`config.mk`:
```
export PLATFORM = sky130hd
export DESIGN_NAME = detector_jogada
export DESIGN_NICKNAME = d
export VERILOG_FILES = /design/src/rtl/jogo_pkg.sv /design/src/rtl/sincronizador_2ff.sv /design/src/rtl/detector_jogada.sv
export SDC_FILE = /design/constraint.sdc
export NUM_CORES = 1
export LEC_CHECK = 0
export CAP_MARGIN = 15
export CORE_UTILIZATION = 39
export DETAILED_ROUTE_END_ITERATION = 10
export DONT_BUFFER_PORTS = 1
export GPL_TIMING_DRIVEN = 0
export PLACE_DENSITY = 0.6
export SETUP_SLACK_MARGIN = 0.02
export SLEW_MARGIN = 30
export SYNTH_ARGS = -nofsm -noshare
export SYNTH_HDL_FRONTEND = slang
export SYNTH_SLANG_ARGS = --single-unit
```
`constraint.sdc`:
```
create_clock -name clock -period 3.1 [get_ports clock]
set_input_delay 0.62 -clock clock [delete_from_list [all_inputs] [get_ports clock]]
set_output_delay 0.62 -clock clock [all_outputs]
set_load 0.005 [all_outputs]
```
`src/rtl/jogo_pkg.sv`:
```
// -----------------------------------------------------------------------------
// jogo_pkg
// Shared definitions for the game's input stage, control unit and datapath:
//   - FSM state encodings of the play detector (3 bits, exposed on db_estado)
//   - default number of player buttons
//   - one-hot test, also used by the datapath comparator
// -----------------------------------------------------------------------------
`timescale 1ns/1ps

package jogo_pkg;

    localparam int N_BOTOES_PADRAO = 4;

    localparam logic [2:0] OCIOSO         = 3'b000;
    localparam logic [2:0] FILTRANDO      = 3'b001;
    localparam logic [2:0] EMITE          = 3'b010;
    localparam logic [2:0] AGUARDA_SOLTAR = 3'b011;
    localparam logic [2:0] SOLTANDO       = 3'b100;

    // True when exactly one bit is set. Narrower vectors are zero-extended
    // by the caller; clearing the lowest set bit must leave nothing behind.
    function automatic logic eh_one_hot(input logic [31:0] v);
        return (v != 32'd0) && ((v & (v - 32'd1)) == 32'd0);
    endfunction

endpackage

```
`src/rtl/sincronizador_2ff.sv`:
```
// -----------------------------------------------------------------------------
// sincronizador_2ff
// Two-flop synchronizer chain for asynchronous level inputs. Each bit is
// synchronized independently; q is d delayed by two rising edges.
// Ports:
//   clock  in   system clock, rising edge
//   reset  in   asynchronous, active-high; clears both stages to 0
//   d      in   WIDTH asynchronous levels
//   q      out  WIDTH synchronized levels
// -----------------------------------------------------------------------------
`timescale 1ns/1ps

module sincronizador_2ff #(
    parameter int WIDTH = 1
) (
    input  logic             clock,
    input  logic             reset,
    input  logic [WIDTH-1:0] d,
    output logic [WIDTH-1:0] q
);

    logic [WIDTH-1:0] meta_q;
    logic [WIDTH-1:0] sinc_q;

    // NOTE: non-blocking assignments make both stages sample their inputs at
    // the same edge, so the chain really is two flops deep.
    always_ff @(posedge clock or posedge reset) begin
        if (reset) begin
            meta_q <= '0;
            sinc_q <= '0;
        end else begin
            meta_q <= d;
            sinc_q <= meta_q;
        end
    end

    assign q = sinc_q;

endmodule

```
`src/rtl/detector_jogada.sv`:
```
// -----------------------------------------------------------------------------
// detector_jogada
// Input stage ahead of the game control unit. Synchronizes and debounces the
// raw player buttons, emits one single-cycle jogada_feita pulse per valid
// (exactly one-hot) press and keeps the one-hot code of the last accepted
// press for the datapath comparator. A press must be released, and the
// all-zero level must be stable for DEBOUNCE_CICLOS cycles, before another
// press can be accepted.
// Ports:
//   clock           in   system clock, rising edge
//   reset           in   asynchronous, active-high; returns to OCIOSO
//   botoes          in   N_BOTOES raw asynchronous button levels, active-high
//   jogada_feita    out  single-cycle pulse: valid one-hot press accepted
//   jogada_codigo   out  N_BOTOES one-hot code of last accepted press
//   db_estado       out  3-bit current FSM state, for debug displays
//   db_botoes_sinc  out  N_BOTOES synchronized button levels, for debug LEDs
// -----------------------------------------------------------------------------
`timescale 1ns/1ps

module detector_jogada
    import jogo_pkg::*;
#(
    parameter int N_BOTOES        = N_BOTOES_PADRAO,
    parameter int DEBOUNCE_CICLOS = 50000
) (
    input  logic                clock,
    input  logic                reset,
    input  logic [N_BOTOES-1:0] botoes,
    output logic                jogada_feita,
    output logic [N_BOTOES-1:0] jogada_codigo,
    output logic [2:0]          db_estado,
    output logic [N_BOTOES-1:0] db_botoes_sinc
);

    localparam int               CNT_W   = $clog2(DEBOUNCE_CICLOS);
    localparam logic [CNT_W-1:0] CNT_MAX = CNT_W'(DEBOUNCE_CICLOS - 1);

    logic [N_BOTOES-1:0] sinc;

    logic [2:0]          estado_q, estado_d;
    logic [N_BOTOES-1:0] padrao_q, padrao_d;
    logic [CNT_W-1:0]    cnt_q,    cnt_d;
    logic [N_BOTOES-1:0] codigo_q, codigo_d;

    sincronizador_2ff #(
        .WIDTH (N_BOTOES)
    ) u_sinc (
        .clock (clock),
        .reset (reset),
        .d     (botoes),
        .q     (sinc)
    );

    // NOTE: every next-state signal is defaulted to its current value first,
    // so paths that leave a register untouched cannot infer a latch.
    always_comb begin
        estado_d = estado_q;
        padrao_d = padrao_q;
        cnt_d    = cnt_q;
        codigo_d = codigo_q;

        case (estado_q)
            OCIOSO: begin
                if (sinc != '0) begin
                    estado_d = FILTRANDO;
                    padrao_d = sinc;
                    cnt_d    = '0;
                end
            end

            FILTRANDO: begin
                // Any change of the pattern, including a bounce, restarts from idle.
                if (sinc != padrao_q) begin
                    estado_d = OCIOSO;
                    cnt_d    = '0;
                end else if (cnt_q == CNT_MAX) begin
                    // Chords are debounced like a press but never reported.
                    if (eh_one_hot(32'(padrao_q))) begin
                        estado_d = EMITE;
                        codigo_d = padrao_q;
                    end else begin
                        estado_d = AGUARDA_SOLTAR;
                    end
                end else begin
                    cnt_d = cnt_q + CNT_W'(1);
                end
            end

            EMITE: begin
                estado_d = AGUARDA_SOLTAR;
            end

            AGUARDA_SOLTAR: begin
                if (sinc == '0) begin
                    estado_d = SOLTANDO;
                    cnt_d    = '0;
                end
            end

            SOLTANDO: begin
                // A bounce during release falls back to waiting; the held
                // press is never re-reported.
                if (sinc != '0) begin
                    estado_d = AGUARDA_SOLTAR;
                end else if (cnt_q == CNT_MAX) begin
                    estado_d = OCIOSO;
                end else begin
                    cnt_d = cnt_q + CNT_W'(1);
                end
            end

            default: begin
                estado_d = OCIOSO;
            end
        endcase
    end

    // NOTE: jogada_codigo is reset along with the FSM so that a reset in the
    // middle of a play leaves no stale code for the comparator.
    always_ff @(posedge clock or posedge reset) begin
        if (reset) begin
            estado_q <= OCIOSO;
            padrao_q <= '0;
            cnt_q    <= '0;
            codigo_q <= '0;
        end else begin
            estado_q <= estado_d;
            padrao_q <= padrao_d;
            cnt_q    <= cnt_d;
            codigo_q <= codigo_d;
        end
    end

    assign jogada_feita   = (estado_q == EMITE);
    assign jogada_codigo  = codigo_q;
    assign db_estado      = estado_q;
    assign db_botoes_sinc = sinc;

endmodule

```
==> reports/results.ini, run 1 <==
[synthesis]
yosysTopAreaCell = dfrtp_1
synth-seq-cells = 35
synth_nets = 178
synthTopCellsByArea = dfrtp_1 49%, xnor2_1 6.8%, mux2_2 4.4%, nor2_1 4.2%, nand3_1 3.6%
syn_area_sq_um = 1805
yosys_warnings = 0
synthCells = 171
syn_avg_cell_area_sq_um = 10.56
synth.yosys.seq_area_share_pct = 48.51
ys_async_sr_fraction_pct = 100.0
yosys.cell_types.count = 43
synth_edf_count = 0
synth_top_area_share_pct = 48.51
ys.flop_type = dfrtp_1

[timing]
fin_skew_ns = 0.005115
min_period_ns = 2.446
drv_slew = 0
setup_viol_count_final = 0
rsz0062_at_grt = false
slew-limit-headroom_pct = 52.89
layout_setup_ws_ns = 0.6544
worst_slew_pin_slew_ns = 0.7057
hold_viol = 0
tns_ns = 0
fmax_mhz = 408.9
fin_crit_sh_pct = 78.89

[place]
pre_cts_ws_ns = 0.6518
port_buffers = 0
dp_hpwl_um = 2474
gp_congestion = 0.8323
place_inst = 223
dpl_cell_area_sq_um = 1871

[clock_network]
post_cts_buffers = 0
ctsHoldBuffers = 0
cts_tree = built
clock-root-buffer = clkbuf_8
htreeDepth = 2
cts_buffers = 5
clk_pin_slew_worst_paths_ns = 0.07
cts_buffer_depth = 2
cts.sinks = 35
insertion_delay_ns = 0.29
cts_resized = 0

[global_routing]
grt_pass1_vias = 1276
track_usage_pct = 15.38
grt_max_degree = 36
grt-ovfl-total = 0
antenna_found_initial = 0
grt_pass1_wl_um = 5961

[critical_path]
worstPathRequired_ns = 3.27
critPathArrivalTime_ns = 2.62
cpMaxStageDelayCell = or4_1
crit_end = cnt_q[2]$_DFFE_PP0P_
crit_chain = or4_1, buf_2, mux2_4, o21ba_2, clkbuf_1, buf_2, nor2_1
r2r_end = cnt_q[2]$_DFFE_PP0P_
reg2reg_depth = 7
crit_type = register to register
path_common_cell = buf_2
cp-end-kind = register
cp_max_fo = 10
start_kind = register
max_stage_delay_ns = 0.52
startpoint = u_sinc.q[0]$_DFF_PP0_
reg2reg_slack_ns = 0.65
r2r_start = u_sinc.q[0]$_DFF_PP0_

[power]
ir_drop_uv = 297.4
power_mw = 1.101
p_clk_share_pct = 29.1
seqPwrFrac_pct = 50.5
power_density_nw_per_um2 = 562.8
combPwrFrac_pct = 20.5
p_sw_mw = 0.3429
netSwitchingFraction_pct = 31.15
p_int_mw = 0.7578
p_leak_nw = 0.7603

[layout]
area_growth_pct = 8.316
drive_gt1_share_pct = 15.64
final_area_sq_um = 1956
nets = 185
instances_no_fill = 231
antenna_cells = 0

[route]
drcViolationCount = 0
drt_first_pass_iters = 5
drt_iter0_drc = 62
avgRoutedWirePerCell_um = 14.90
vias = 1300
avgViaCountPerCell = 5.628
routed_wl_um = 3443
drtAntennaViolNets = 0

[job]
max_cap_violations = 0

[floorplan]
rows = 24
die_x_um = 70.04
die_area_sq_um = 4906
initial_utilization_pct = 40.90
die_y_um = 70.04
core_area_sq_um = 4414
ios = 18

[min_path]
hold_path.class = input pin to async pin

[status]
status = complete, no violations

[per-stage QoR]
| stage | hold slack [ns] | utilization (%) |
|---|---|---|
| global route | 0.3432 | 44.30 |
| finish | 0.3214 | 44.30 |
| floorplan | 0.3312 | - |
| detailed placement | 0.3355 | 42.38 |
| global placement | 0.3345 | 42.38 |
| CTS | 0.3410 | 44.30 |
[cell type report]
cell class	instances	area [sq um]
flip-flops and latches	35	875.8
inverters	5	18.77
multi-input cells	122	867.1
fillers	430	2459
plain buffers	9	43.79
clock inverters	2	12.51
well taps	52	65.06
clock buffers	6	72.57
[routing by layer]
metal | vias to the layer above | GRT usage [%] | part of all wire (%)
li1 | 622 | - | -
met1 | 644 | 20.35 | 47
met2 | 30 | 23.50 | 47
met3 | 4 | 5.339 | 4.6
met4 | 0 | 5.111 | 1.3
met5 | - | 0 | 0
[placed cells by master, fill, tap and decap left out, types with 2 or more instances in the layout]
master     Yosys  layout
a21oi_1        3       3
nor2_1        20      20
and3_1         3       3
nand3_1       13      13
dfrtp_1       35      35
or2_2          3       3
xor2_1         2       2
clkbuf_8       0       5
clkbuf_1       6       7
nand4_1        4       4
a22o_1         2       2
o21ai_0        2       2
a2111oi_2      2       2
mux2_2         7       7
nor2b_1        3       3
mux2i_1        2       2
xnor2_1       14      14
nand2_1        9       9
buf_2          2       2
a211oi_1       8       8
nand3b_1       3       3
inv_1          5       4
nor4b_1        2       2
[worst min-delay path by stage]
stage                                            end                       start  cells after the start  slack, ns
after floorplan                u_sinc.q[0]$_DFF_PP0_  u_sinc.meta_q[0]$_DFF_PP0_                      0       0.33
after global placement         u_sinc.q[0]$_DFF_PP0_  u_sinc.meta_q[0]$_DFF_PP0_                      0       0.33
after detailed placement       u_sinc.q[0]$_DFF_PP0_  u_sinc.meta_q[0]$_DFF_PP0_                      0       0.34
after CTS                       cnt_q[0]$_DFFE_PP0P_                       reset                      1       0.34
after global routing      u_sinc.meta_q[1]$_DFF_PP0_                   botoes[1]                      0       0.34
final                           cnt_q[0]$_DFFE_PP0P_                       reset                      1       0.32
[synthesized netlist by cell type (all sizes together), types with 2 or more instances]
cell and count:
nand2 9, o21ai 2, nor2 20, mux2 8, nand3b 3, mux2i 2, nand3 13, nor4b 2
a22o 2, a21oi 4, xor2 2, dfrtp 35, buf 3, inv 5, nand4 4, xnor2 14
clkbuf 6, a211oi 8, and3 3, nor2b 3, or2 3, a2111oi 3
[power by group through the flow]
stage          clock, mW  combinational, mW  sequential (mW)
6_report           0.320              0.225            0.556
5_1_grt            0.346              0.252            0.563
4_1_cts            0.329              0.227            0.556
3_5_place_dp           0              0.225            0.565
3_3_place_gp           0              0.220            0.558
2_1_floorplan          0              0.189            0.548
[cell families after synthesis]
group | share of synthesized area (%)
AND/OR/NAND/NOR | 20.51
flip-flops | 48.51
AO/OA/AOI/OAI | 12.75
XOR/XNOR | 7.762
buffers and inverters | 3.465
multiplexers | 6.306
adder cells (fa/ha/maj) | 0.6929
[sequential cells by signal, indices dropped and copies added (netlist names)]
name           cells
cnt_q             16
jogada_codigo      4
padrao_q           4
u_sinc.meta_q      4
u_sinc.q           4
db_estado          3
[worst max-delay path, delay by kind of cell (launching register included)]
kind / cells / cell delay, ns
multiplexers: 1 / 0.36
AND/OR/NAND/NOR: 2 / 0.59
buffers and inverters: 3 / 0.70
flip-flops: 1 / 0.44
AO/OA/AOI/OAI: 1 / 0.24
Power figures use the tool's default switching activity.
==> run 2, diff against run 1 <==
Settings changed: PLACE_DENSITY 0.6 to 0.62.
Clock period 3.1 ns to 2 ns, I/O delays scaled along.
==> run 2 against run 1 <==
Largest power group unchanged. The run now ends with negative setup slack left. Clock skew about the same. Critical endpoint is now cnt_q[10]$_DFFE_PP0P_. Sequential power up 55%. Cell count is 0.43% higher. Largest cell class is now multi-input gates. Clock power is 140% higher. Highest routed layer unchanged.
==> reports/results.ini, run 2 (synthesis results as in run 1) <==
[route]
avgViaCountPerCell = 5.647  ; +0.33%
vias = 1310  ; +0.77%
drtAntennaViolNets = 0  ; unchanged
routed_wl_um = 3702  ; +7.5%
drcViolationCount = 0  ; unchanged
avgRoutedWirePerCell_um = 15.96  ; +7.1%
drt_iter0_drc = 57  ; -8.1%
drt_first_pass_iters = 5  ; unchanged

[layout]
nets = 186  ; +0.54%
final_cell_mix = 33 x dfrtp_1, 19 x nor2_1, 13 x xnor2_1
final_common_cell = dfrtp_1
largest_reg_flops = 16  ; unchanged
instances_no_fill = 232  ; +0.43%
largest-register = cnt_q
drive_gt1_share_pct = 30.00  ; +14 points
area_growth_pct = 21.07
antenna_cells = 0  ; unchanged

[power]
ir_drop_uv = 677.5  ; +130%
power_density_nw_per_um2 = 930.0  ; +65%
p_leak_nw = 0.8518  ; +12%
power_mw = 2.033  ; +85%

[floorplan]
initial_utilization_pct = 40.90  ; unchanged
core_area_sq_um = 4414  ; unchanged
rows = 24  ; unchanged
die_x_um = 70.04  ; unchanged
ios = 18  ; unchanged
die_area_sq_um = 4906  ; unchanged
die_y_um = 70.04  ; unchanged

[place]
place_inst = 223  ; unchanged
pre_cts_ws_ns = -0.6544  ; -1.306 ns
dp_hpwl_um = 2510  ; +1.5%
gp_congestion = 0.8728  ; +4.9%
port_buffers = 0  ; unchanged

[clock_network]
clk_pin_slew_worst_paths_ns = 0.07  ; about the same
cts_tree = built
cts_buffer_depth = 2  ; unchanged
cts_buffers = 5  ; unchanged
cts.sinks = 35  ; unchanged
insertion_delay_ns = 0.29  ; about the same
clock-root-buffer = clkbuf_8
htreeDepth = 2  ; unchanged

[critical_path]
cp-end-kind = register
reg2reg_slack_ns = -0.21  ; -0.86 ns
critPathArrivalTime_ns = 2.39  ; -0.23 ns
cpMaxStageDelayCell = or4_4
start_kind = register
max_stage_delay_ns = 0.57  ; +0.05 ns
worstPathRequired_ns = 2.18  ; -1.09 ns
crit_chain = or4_4, mux2_4, bufbuf_16, a211oi_4, xnor2_1, nor2_1
crit_type = register to register
cp_max_fo = 6  ; -4

[timing]
drv_slew = 0  ; unchanged
layout_setup_ws_ns = -0.2076  ; -0.8619 ns
hold_viol = 0  ; unchanged
setup_viol_count_final = 14  ; +14
fin_crit_sh_pct = 110.4  ; +31 points
fmax_mhz = 453.0  ; +11%
rsz0062_at_grt = true
holdWs_ns = 0.1023  ; -0.2191 ns
worst_slew_pin_slew_ns = 0.7061  ; +0.0004002 ns
fin_skew_ns = 0.004851  ; -0.0002635 ns
slew-limit-headroom_pct = 52.86  ; about the same
min_period_ns = 2.208  ; -0.2381 ns

[global_routing]
grt_max_degree = 36  ; unchanged
grt-ovfl-total = 0  ; unchanged
grt_pass1_wl_um = 6389  ; +7.2%
track_usage_pct = 16.52  ; +1.1 points
antenna_found_initial = 0  ; unchanged
grt_pass1_vias = 1353  ; +6.0%

[job]
max_cap_violations = 0  ; unchanged

[status]
violations = negative setup slack
status = complete, but fails checks

[min_path]
hold_path.class = input pin to async pin

[run 2: worst paths after layout]
kind | end | startpoint | cells after the start
max reg2reg | cnt_q[10]$_DFFE_PP0P_ | u_sinc.q[3]$_DFF_PP0_ | 6
min in group clock | u_sinc.meta_q[0]$_DFF_PP0_ | botoes[0] | 0
max | cnt_q[10]$_DFFE_PP0P_ | u_sinc.q[3]$_DFF_PP0_ | 6
max in group asynchronous | u_sinc.q[3]$_DFF_PP0_ | reset | 1
min reg2reg | u_sinc.q[3]$_DFF_PP0_ | u_sinc.meta_q[3]$_DFF_PP0_ | 0
min | cnt_q[2]$_DFFE_PP0P_ | reset | 1
[run 2: layout make-up]
class                   count  area [sq um]
well taps                  52         65.06
plain buffers               5         40.04
inverters                   5         18.77
multi-input cells         122         973.4
flip-flops and latches     35         878.3
clock buffers               5         68.82
fillers                   405          2228
clock inverters             3         67.56
repair buffers              5         73.82
[run 2: per-stage QoR]
stage,util [%],TNS [ns],cell area [sq um]
after floorplan,-,-1.904,1863
after global placement,43.68,-6.786,1928
after detailed placement,43.68,-7.944,1928
after CTS,49.04,-2.071,2165
after global routing,49.52,-3.007,2186
final,49.52,-1.946,2186
[run 2: layer usage]
metal | share of wire, % | vias up | GRT usage, %
met5 | 0 | - | 0
met4 | 2.1 | 0 | 6.667
met3 | 3.3 | 7 | 4.618
met2 | 47 | 32 | 26.39
met1 | 47 | 649 | 21.10
li1 | - | 622 | -
[run 2: critical path: cells and delay by family, from the launching register on]
family,cells,cell delay [ns]
muxes,1,0.38
buffers and inverters,1,0.29
xor gates and xnor gates,1,0.14
DFF,1,0.46
AOI/OAI and AO/OA,1,0.20
and+or+nand+nor,2,0.62
[run 2: repair_timing]
action	CTS	global route
gates resized for setup	20	10
hold buffers	0	0
setup endpoints to repair	22	21
pin swaps	17	4
setup buffers	3	1
cloned	1	0
[run 2: power breakdown]
part           internal [mW]  switching, mW
logic                  0.196          0.215
clock network          0.497          0.263
registers              0.773         0.0898
total                   1.47          0.568
==> run 3, diff against run 2 <==
Settings changed: SLEW_MARGIN 30 to not set.
==> run 3 against run 2 <==
The flow still finishes with violations (negative setup slack). Global-route usage up 0.66 points. Clock skew up 0.0028 ns. Final area up 2.5%. Critical path depth unchanged. First-iteration DRC count up 16%. Wire length up 3.8%. Highest routed layer unchanged. Die area unchanged. Clock power down 25%. Largest power group unchanged. Cell count up 2.6%. Core utilization up 1.2 points. Count of clock-buffer cells in the layout up 2. Non-clock buffer count up 6.
==> reports/results.ini, run 3 (synthesis results as in run 1) <==
[status]
status = complete, but fails checks
violations = negative setup slack

[place]
dpl_cell_area_sq_um = 1956  ; +1.4%
dp_hpwl_um = 2637  ; +5.1%
port_buffers = 0  ; unchanged
gp_congestion = 0.8728  ; unchanged

[critical_path]
crit_type = register to register
cpMaxStageDelayCell = or4_4
crit_chain = or4_4, mux2_4, buf_12, a2111oi_4, xnor2_1, nor2_1
cp_max_fo = 9  ; +3
worstPathRequired_ns = 2.18  ; about the same
cp-end-kind = register
critPathArrivalTime_ns = 2.39  ; about the same
max_stage_delay_ns = 0.57  ; about the same
start_kind = register

[min_path]
hold_path.class = input pin to async pin

[layout]
drive_gt1_share_pct = 32.80  ; +2.8 points
final_area_sq_um = 2241  ; +2.5%
area_growth_pct = 24.12
antenna_cells = 0  ; unchanged
postLayoutCoreUtil_pct = 50.77  ; +1.2 points
largest-register = cnt_q
nets = 192  ; +3.2%
final_common_cell = dfrtp_1
largest_reg_flops = 16  ; unchanged
final_cell_mix = 33 x dfrtp_1, 20 x nor2_1, 13 x xnor2_1
fillers = 398  ; -1.7%

[route]
avgRoutedWirePerCell_um = 16.15  ; +1.2%
routed_wl_um = 3844  ; +3.8%
drt_first_pass_iters = 4  ; -1
drtAntennaViolNets = 0  ; unchanged
drcViolationCount = 0  ; unchanged
avgViaCountPerCell = 5.681  ; +0.60%
drt_iter0_drc = 66  ; +16%
vias = 1352  ; +3.2%

[clock_network]
cts_buffer_depth = 2  ; unchanged
cts.sinks = 35  ; unchanged
clock-root-buffer = clkbuf_8
clk_pin_slew_worst_paths_ns = 0.07  ; about the same
ctsHoldBuffers = 0  ; unchanged
htreeDepth = 2  ; unchanged
cts_buffers = 5  ; unchanged
cts_tree = built
insertion_delay_ns = 0.28  ; about the same

[floorplan]
rows = 24  ; unchanged
initial_utilization_pct = 40.90  ; unchanged
die_area_sq_um = 4906  ; unchanged
core_area_sq_um = 4414  ; unchanged
ios = 18  ; unchanged
die_y_um = 70.04  ; unchanged
die_x_um = 70.04  ; unchanged

[timing]
setup_viol_count_final = 15  ; +1
drv_slew = 0  ; unchanged
hold_viol = 0  ; unchanged
fin_skew_ns = 0.007664  ; +0.002812 ns
fin_crit_sh_pct = 110.7  ; +0.29 points
rsz0062_at_grt = true
min_period_ns = 2.213  ; +0.005875 ns
slew-limit-headroom_pct = 51.44  ; -1.4 points
fmax_mhz = 451.8  ; -0.27%
layout_setup_ws_ns = -0.2134  ; -0.005875 ns
worst_slew_pin_slew_ns = 0.7276  ; +0.02153 ns

[global_routing]
grt_pass1_wl_um = 6699  ; +4.9%
grt-ovfl-total = 0  ; unchanged
grt_max_degree = 20  ; -44%
antenna_found_initial = 0  ; unchanged
track_usage_pct = 17.18  ; +0.66 points
grt_pass1_vias = 1357  ; +0.30%

[power]
p_leak_nw = 0.8778  ; +3.1%
power_density_nw_per_um2 = 831.9  ; -11%
ir_drop_uv = 474.5  ; -30%

[job]
max_cap_violations = 0  ; unchanged

-- run 3: final timing paths --
path,depth (start not counted),from,slack (ns),to
max,6,u_sinc.q[1]$_DFF_PP0_,-0.21,cnt_q[7]$_DFFE_PP0P_
min,1,reset,0.12,cnt_q[7]$_DFFE_PP0P_
max reg2reg,6,u_sinc.q[1]$_DFF_PP0_,-0.21,cnt_q[7]$_DFFE_PP0P_
min reg2reg,0,u_sinc.meta_q[2]$_DFF_PP0_,0.35,u_sinc.q[2]$_DFF_PP0_
max in group asynchronous,2,reset,1.33,u_sinc.q[3]$_DFF_PP0_
min in group clock,0,botoes[0],0.14,u_sinc.meta_q[0]$_DFF_PP0_
-- run 3: final cells by class --
type                            count  area (sq um)  share of cell area (%)
Clock buffer                        7         96.34                   4.299
Multi-Input combinational cell    122          1011                   45.11
Tap cell                           52         65.06                   2.903
Buffer                              6         53.80                   2.401
Timing Repair Buffer               10         110.1                   4.913
Clock inverter                      1         7.507                  0.3350
Inverter                            5         18.77                  0.8375
Sequential cell                    35         878.3                   39.20
-- run 3: what timing repair did --
item                                    in CTS  in global routing
buffers inserted                             7                  2
pin swaps                                   14                 13
endpoints found under the setup margin      22                 20
gates resized for setup                     23                 12
-- run 3: layer usage --
metal | part of all wire, % | global-route usage, %
met1 | 46 | 23.35
met2 | 49 | 27.46
met3 | 3.5 | 3.608
met4 | 1.1 | 5.333
met5 | 0 | 0
-- run 3: where the power goes --
part           internal (mW)  leakage [nW]  switching (mW)
Sequential             0.773         0.458          0.0903
Combinational          0.210         0.370           0.224
Clock                  0.313        0.0505           0.253
-- run 3: per-stage QoR --
| step | setup slack, ns | TNS [ns] | cells | power, mW | hold WS (ns) |
|---|---|---|---|---|---|
| final | -0.2134 | -1.719 | 238 | 1.864 | 0.1205 |
| after global routing | -0.2768 | -2.622 | 238 | 1.958 | 0.1259 |
| after CTS | -0.2163 | -1.875 | 236 | 1.841 | 0.1365 |
| after detailed placement | -0.6299 | -7.629 | 224 | 1.244 | 0.3372 |
| after global placement | -0.5715 | -6.786 | 223 | 1.222 | 0.3324 |
| after floorplan | -0.1882 | -1.904 | 171 | 1.159 | 0.3312 |
-- run 3: critical path: cells and delay by family (launching register included) --
family / cells / cell delay, ns
and+or+nand+nor: 2 / 0.63
DFF: 1 / 0.47
buffers and inverters: 1 / 0.16
xor gates and xnor gates: 1 / 0.16
muxes: 1 / 0.37
AOI/OAI and AO/OA: 1 / 0.31
